## src/rtl/izigzag_pkg.sv

```systemverilog
// Shared constants and zigzag map for the JPEG zigzag pages.
// Latency: none; constants and a table only.
// Backpressure: not applicable.
package izigzag_pkg;

    localparam int W_DEF = 16;
    localparam int BLK   = 64;

    // Zigzag scan index -> natural raster position within an 8x8 block.
    localparam logic [5:0] ZZ [BLK] = '{
        6'd0,  6'd1,  6'd8,  6'd16, 6'd9,  6'd2,  6'd3,  6'd10,
        6'd17, 6'd24, 6'd32, 6'd25, 6'd18, 6'd11, 6'd4,  6'd5,
        6'd12, 6'd19, 6'd26, 6'd33, 6'd40, 6'd48, 6'd41, 6'd34,
        6'd27, 6'd20, 6'd13, 6'd6,  6'd7,  6'd14, 6'd21, 6'd28,
        6'd35, 6'd42, 6'd49, 6'd56, 6'd57, 6'd50, 6'd43, 6'd36,
        6'd29, 6'd22, 6'd15, 6'd23, 6'd30, 6'd37, 6'd44, 6'd51,
        6'd58, 6'd59, 6'd52, 6'd45, 6'd38, 6'd31, 6'd39, 6'd46,
        6'd53, 6'd60, 6'd61, 6'd54, 6'd47, 6'd55, 6'd62, 6'd63
    };

endpackage

```

## src/rtl/izigzag_rom.sv

```systemverilog
// Zigzag index to natural position lookup.
// Latency: combinational.
// Backpressure: none; pure lookup.
module izigzag_rom
    import izigzag_pkg::*;
(
    input  logic [5:0] zzIdx,
    output logic [5:0] natPos
);

    assign natPos = ZZ[zzIdx];

endmodule

```

## src/rtl/izigzag_reorder.sv

```systemverilog
// Inverse zigzag reorder: zigzag-order blocks in, natural-order blocks out, ping-pong banked.
// Latency: first output one cycle after a block's last accept when the read bank is free.
// Backpressure: in_b from registers only (write bank full or EOS pending); output holds under out_b.
module izigzag_reorder
    import izigzag_pkg::*;
#(
    parameter int W = W_DEF
)
(
    input  logic         clock,
    input  logic         reset,
    input  logic [W-1:0] in_d,
    input  logic         in_e,
    input  logic         in_v,
    output logic         in_b,
    output logic [W-1:0] out_d,
    output logic         out_e,
    output logic         out_v,
    input  logic         out_b
);

    logic [W-1:0]   bankMem   [2][BLK];
    logic [BLK-1:0] validMask [2];
    logic [1:0]     fullFlag;
    logic           wrBank;
    logic           rdBank;
    logic [5:0]     fillCnt;
    logic [5:0]     drainCnt;
    logic           eosPending;
    logic [5:0]     natIdx;

    logic inAcc;
    logic dataAcc;
    logic outLoad;
    logic canDrain;
    logic canEos;
    logic lastFill;
    logic lastDrain;
    logic closeBlk;

    izigzag_rom uRom (
        .zzIdx  (fillCnt),
        .natPos (natIdx)
    );

    // Upstream is held off while the write bank is occupied or an EOS is still queued.
    assign in_b      = fullFlag[wrBank] | eosPending;
    assign inAcc     = in_v & ~in_b;
    assign dataAcc   = inAcc & ~in_e;
    assign outLoad   = ~out_v | ~out_b;
    assign canDrain  = outLoad & fullFlag[rdBank];
    // EOS trails every closed block, so it waits until both banks are empty.
    assign canEos    = outLoad & eosPending & ~|fullFlag;
    assign lastFill  = (fillCnt == 6'(BLK - 1));
    assign lastDrain = (drainCnt == 6'(BLK - 1));
    // A block closes on its 64th coefficient, or early on EOS if it holds anything.
    assign closeBlk  = (dataAcc & lastFill) | (inAcc & in_e & (fillCnt != 6'd0));

    // Coefficient storage; unwritten entries are masked so the data needs no reset.
    always_ff @(posedge clock) begin
        if (dataAcc) begin
            bankMem[wrBank][natIdx] <= in_d;
        end
    end

    // Fill/drain bookkeeping; fill and drain always touch different banks on the same edge.
    always_ff @(posedge clock or posedge reset) begin
        if (reset) begin
            fullFlag   <= 2'b00;
            validMask  <= '{default: '0};
            wrBank     <= 1'b0;
            rdBank     <= 1'b0;
            fillCnt    <= 6'd0;
            drainCnt   <= 6'd0;
            eosPending <= 1'b0;
        end else begin
            if (canDrain) begin
                drainCnt <= drainCnt + 6'd1;
                if (lastDrain) begin
                    fullFlag[rdBank]  <= 1'b0;
                    validMask[rdBank] <= '0;
                    rdBank            <= ~rdBank;
                end
            end
            if (dataAcc) begin
                validMask[wrBank][natIdx] <= 1'b1;
            end
            if (closeBlk) begin
                fullFlag[wrBank] <= 1'b1;
                wrBank           <= ~wrBank;
                fillCnt          <= 6'd0;
            end else if (dataAcc) begin
                fillCnt <= fillCnt + 6'd1;
            end
            if (inAcc && in_e) begin
                eosPending <= 1'b1;
            end else if (canEos) begin
                eosPending <= 1'b0;
            end
        end
    end

    // Output register: next natural-order coefficient, else the pending EOS, else go idle.
    always_ff @(posedge clock or posedge reset) begin
        if (reset) begin
            out_d <= '0;
            out_e <= 1'b0;
            out_v <= 1'b0;
        end else if (outLoad) begin
            if (fullFlag[rdBank]) begin
                out_d <= validMask[rdBank][drainCnt] ? bankMem[rdBank][drainCnt] : '0;
                out_e <= 1'b0;
                out_v <= 1'b1;
            end else if (canEos) begin
                out_d <= '0;
                out_e <= 1'b1;
                out_v <= 1'b1;
            end else begin
                out_v <= 1'b0;
            end
        end
    end

endmodule

```

## config.mk

```make
export PLATFORM = sky130hd
export DESIGN_NAME = izigzag_reorder
export DESIGN_NICKNAME = d
export VERILOG_FILES = /design/src/rtl/izigzag_pkg.sv /design/src/rtl/izigzag_rom.sv /design/src/rtl/izigzag_reorder.sv
export SDC_FILE = /design/constraint.sdc
export NUM_CORES = 2
export LEC_CHECK = 0
export ABC_AREA = 1
export CORE_MARGIN = 10
export CORE_UTILIZATION = 39
export CTS_BUF_LIST = sky130_fd_sc_hd__clkbuf_4 sky130_fd_sc_hd__clkbuf_8
export DETAILED_ROUTE_END_ITERATION = 8
export GPL_TIMING_DRIVEN = 1
export SYNTH_ARGS = -nofsm -noshare
export SYNTH_HDL_FRONTEND = slang
export SYNTH_SLANG_ARGS = --single-unit
```

## constraint.sdc

```tcl
create_clock -name clock -period 5.4 [get_ports clock]
set_input_delay 0.81 -clock clock [delete_from_list [all_inputs] [get_ports clock]]
set_output_delay 0.81 -clock clock [all_outputs]
set_load 0.01 [all_outputs]
```

==> out/results.tsv <==
stage	metric	value	unit
timing	Hold WS	0.1913	ns
synthesis	XOR/XNOR Fraction of Synth Area	0.0006446	
power_and_ir_drop	Tot Pwr	0.05317	W
setup_path	Worst path max stage delay	0.76	ns
power_and_ir_drop	Peak VDD IR	0.0005230	V
timing	worst setup margin	1.125	ns
clocking	htree depth	5	
cells_and_area	Final Core Density	0.4361	
detailed_routing	Vias/cell	5.176	
placed_design	dpl ws	1.201	ns
grt	largest net degree at the start of global routing	167	
floorplanning	Die X	513.8	um
timing	hold violation count in the final report	0	
hold_path	Hold Crit Class	in2reg	
cells_and_area	Final nets	9255	
setup_path	kind of critical path	reg2reg	
setup_path	crit end category	flop	
setup_path	Worst path slowest cell	dfrtp_1	
timing	Slew Viols, Final	0	
synthesis	Syn Std Cell Area	0.09511	sq mm
power_and_ir_drop	pwr/cell area	501.7	mW/mm^2
floorplanning	Placeable Area	0.2430	sq mm
synthesis	Post-synth ARST share	0.07372	
setup_path	Critical Path AT	4.94	ns
timing	final critical-path share of the clock period	0.7917	
placed_design	GP Congestion	0.9003	
placed_design	Post-DP HPWL	163.8	mm
clocking	Clock Tree Buf Depth	4	
clocking	clk sinks	2211	
synthesis	main combinational cell family by area after synthesis	simple AND/OR/NAND/NOR gates	
clocking	Post-CTS Setup Bufs	0	
grt	initial antenna violation count	7	
placed_design	port bufs	39	
grt	Congestion Overflow GR	0	
power_and_ir_drop	Leak	43.25	nW
synthesis	Mapped Cells	9175	
timing	Tmin final	4.275	ns
grt	vias in the first global route	63320	
synthesis	Post-synth top flop	edfxtp_1	
synthesis	synthesized flop and latch total	2211	
detailed_routing	DR pass1 iterations	6	
timing	Slew headroom	0.2106	
setup_path	CP max FO	20	
timing	Setup violations, final	0	
floorplanning	row cnt	181	
clocking	clock-pin slew on the worst setup and hold paths	0.07	ns
timing	Worst Tran Pin Value	1.184	ns
floorplanning	Die Y	513.8	um
synthesis	Syn Area/Cell	10.37	sq um
clocking	clk_lat worst skew	1.09	ns
synthesis	mux cell area share after synthesis	0	
synthesis	Synth Net Count	9213	
synthesis	YS warnings	0	
clocking	CTS tree	built	
floorplanning	I/O Pins	40	
detailed_routing	DR WL/cell	22.25	um
floorplanning	die area	0.2640	sq mm
setup_path	CP Cell Sequence	inv_2, ha_1, o21ai_0, o221ai_1, o21ai_2, nand2_2, nor2_1, nand2_1, nor2_1, nand2_1, inv_1	
cells_and_area	layout cell share with drive strength beyond 1	0.09166	
cells_and_area	most frequent cells in the layout	2872 x nand2_1, 2048 x edfxtp_1, 970 x nand3_1	
timing	unrepaired setup endpoints after global routing	no	
clocking	post_cts resized	0	
synthesis	post-synthesis compound-gate area fraction	0.03536	
grt	Tot GR Track Use	0.2071	
grt	global-route wire length before repair	412.8	mm
clocking	CTS root buffer	clkbuf_8	
clocking	CTS Hold Bufs	0	
cells_and_area	Fill cells	22720	
detailed_routing	DR vias	65780	
run	# Max-Cap Violations	0	
timing	setup TNS	0	ns
status	status	finished clean	
timing	f_max	233.9	MHz
synthesis	Synth Area in Simple Gates	0.2079	
synthesis	EDFF count, synth	2048	
floorplanning	starting density of the core	0.3914	
detailed_routing	routed wire length	282.8	mm
setup_path	crit-path leading delay family	simple AND/OR/NAND/NOR gates	
synthesis	Synth Area in Adders	0.002236	
setup_path	Critical path buffers and inverters	2	
clocking	TritonCTS Buffers	371	
timing	clk_skew	0.07578	ns
setup_path	Worst setup SP type	flop	
synthesis	post-synthesis cell type count	42	
cells_and_area	Area growth syn-to-layout	11.42	%
detailed_routing	Initial DRC Count	7812	
setup_path	Worst EP required	6.07	ns
detailed_routing	DRC	0	
cells_and_area	commonest non-fill, non-tap cell in the layout	nand2_1	
synthesis	register area share after synthesis	0.6895	
detailed_routing	Routed Antenna Nets	0	
-- metal layers --
metal | share of wire | GRT usage | up-vias
met5 | 0.00062 | 0.004686 | -
met4 | 0.042 | 0.08604 | 2
met3 | 0.083 | 0.04001 | 611
met2 | 0.46 | 0.3262 | 2858
met1 | 0.42 | 0.2806 | 31980
li1 | - | - | 30330
-- cells by family (layout without fill, tap and decap cells) --
logic type | count (synthesis) | in the layout
buffers and inverters | 1447 | 1774
AO/OA/AOI/OAI | 637 | 637
AND/OR/NAND/NOR | 4856 | 4856
flip-flops | 2211 | 2211
adder cells (fa/ha/maj) | 17 | 17
XOR/XNOR | 7 | 7
other | 0 | 5
-- cell usage after synthesis, types with 2 or more instances --
cell type     n  area [sq um]
nand4_1       2         12.51
o21ai_2       2         17.52
xor2_1        7         61.31
dfrtp_1     163          4079
clkinv_1      3         11.26
a21oi_1      98         490.5
or2_2        35         219.0
nor3_2        4         40.04
edfxtp_1   2048         61500
nor3_1       15         75.07
o221ai_1      2         17.52
o211ai_1     53         397.9
buf_2       235          1176
nor2_1      916          3438
o21ai_1      70         350.3
o2111ai_1     2         17.52
buf_1        71         266.5
a31oi_1       3         18.77
buf_6        13         146.4
and3_1        6         37.54
nand3_1     970          4855
nor2_2        8         50.05
nor2_4        7         78.83
nand2_2       6         37.54
o21ai_0     402          2012
nor3_4        3         48.80
inv_2        16         60.06
nand2_1    2873         10780
buf_4        78         585.6
ha_1         17         212.7
clkbuf_1    113         424.2
nand3_2       7         70.07
o22ai_1       2         12.51
inv_1       917          3442
-- stage by stage --
| stage | instance area, sq um | std cells |
|---|---|---|
| after CTS | 106000 | 12700 |
| final | 106000 | 12710 |
| after global placement | 98530 | 12050 |
| after detailed placement | 98530 | 12050 |
| after global routing | 106000 | 12710 |
| after floorplan | 95110 | 9175 |
-- state kept, by name (all words and copies together) (netlist names), 2 cells and up --
name	cells
validMask	128
fillCnt	6
out_d	16
drainCnt	6
bankMem	2048
fullFlag	2
-- power by group --
part | total [W] | switching [W] | leakage, nW | internal [W]
Sequential | 0.0194 | 0.000425 | 20.5 | 0.0190
Combinational | 0.0186 | 0.0140 | 18.8 | 0.00466
Clock | 0.0151 | 0.00676 | 3.96 | 0.00834
-- layout make-up --
type,count,area (sq um),share of cell area
Sequential cell,2211,65590,0.6189
Multi-Input combinational cell,5517,23480,0.2215
Clock buffer,555,6794,0.06411
Tap cell,3202,4006,0.03780
Inverter,937,3551,0.03351
Timing Repair Buffer,179,1899,0.01792
Clock inverter,103,641.9,0.006057
Antenna cell,5,12.51,0.0001181
-- path summary, 6_finish.rpt --
path / from / endpoint / slack (ns) / cells past startpoint
hold reg to reg: validMask[127] / validMask[127] / 0.48 / 2
max in group asynchronous: reset / validMask[97] / 3.79 / 3
setup reg to reg: fillCnt[2] / bankMem[1][701] / 1.13 / 11
min in group asynchronous: reset / validMask[126] / 0.44 / 2
setup / recovery: fillCnt[2] / bankMem[1][701] / 1.13 / 11
hold / removal: in_d[1] / bankMem[1][545] / 0.19 / 1
No activity file was read; power rests on OpenSTA's default activity.
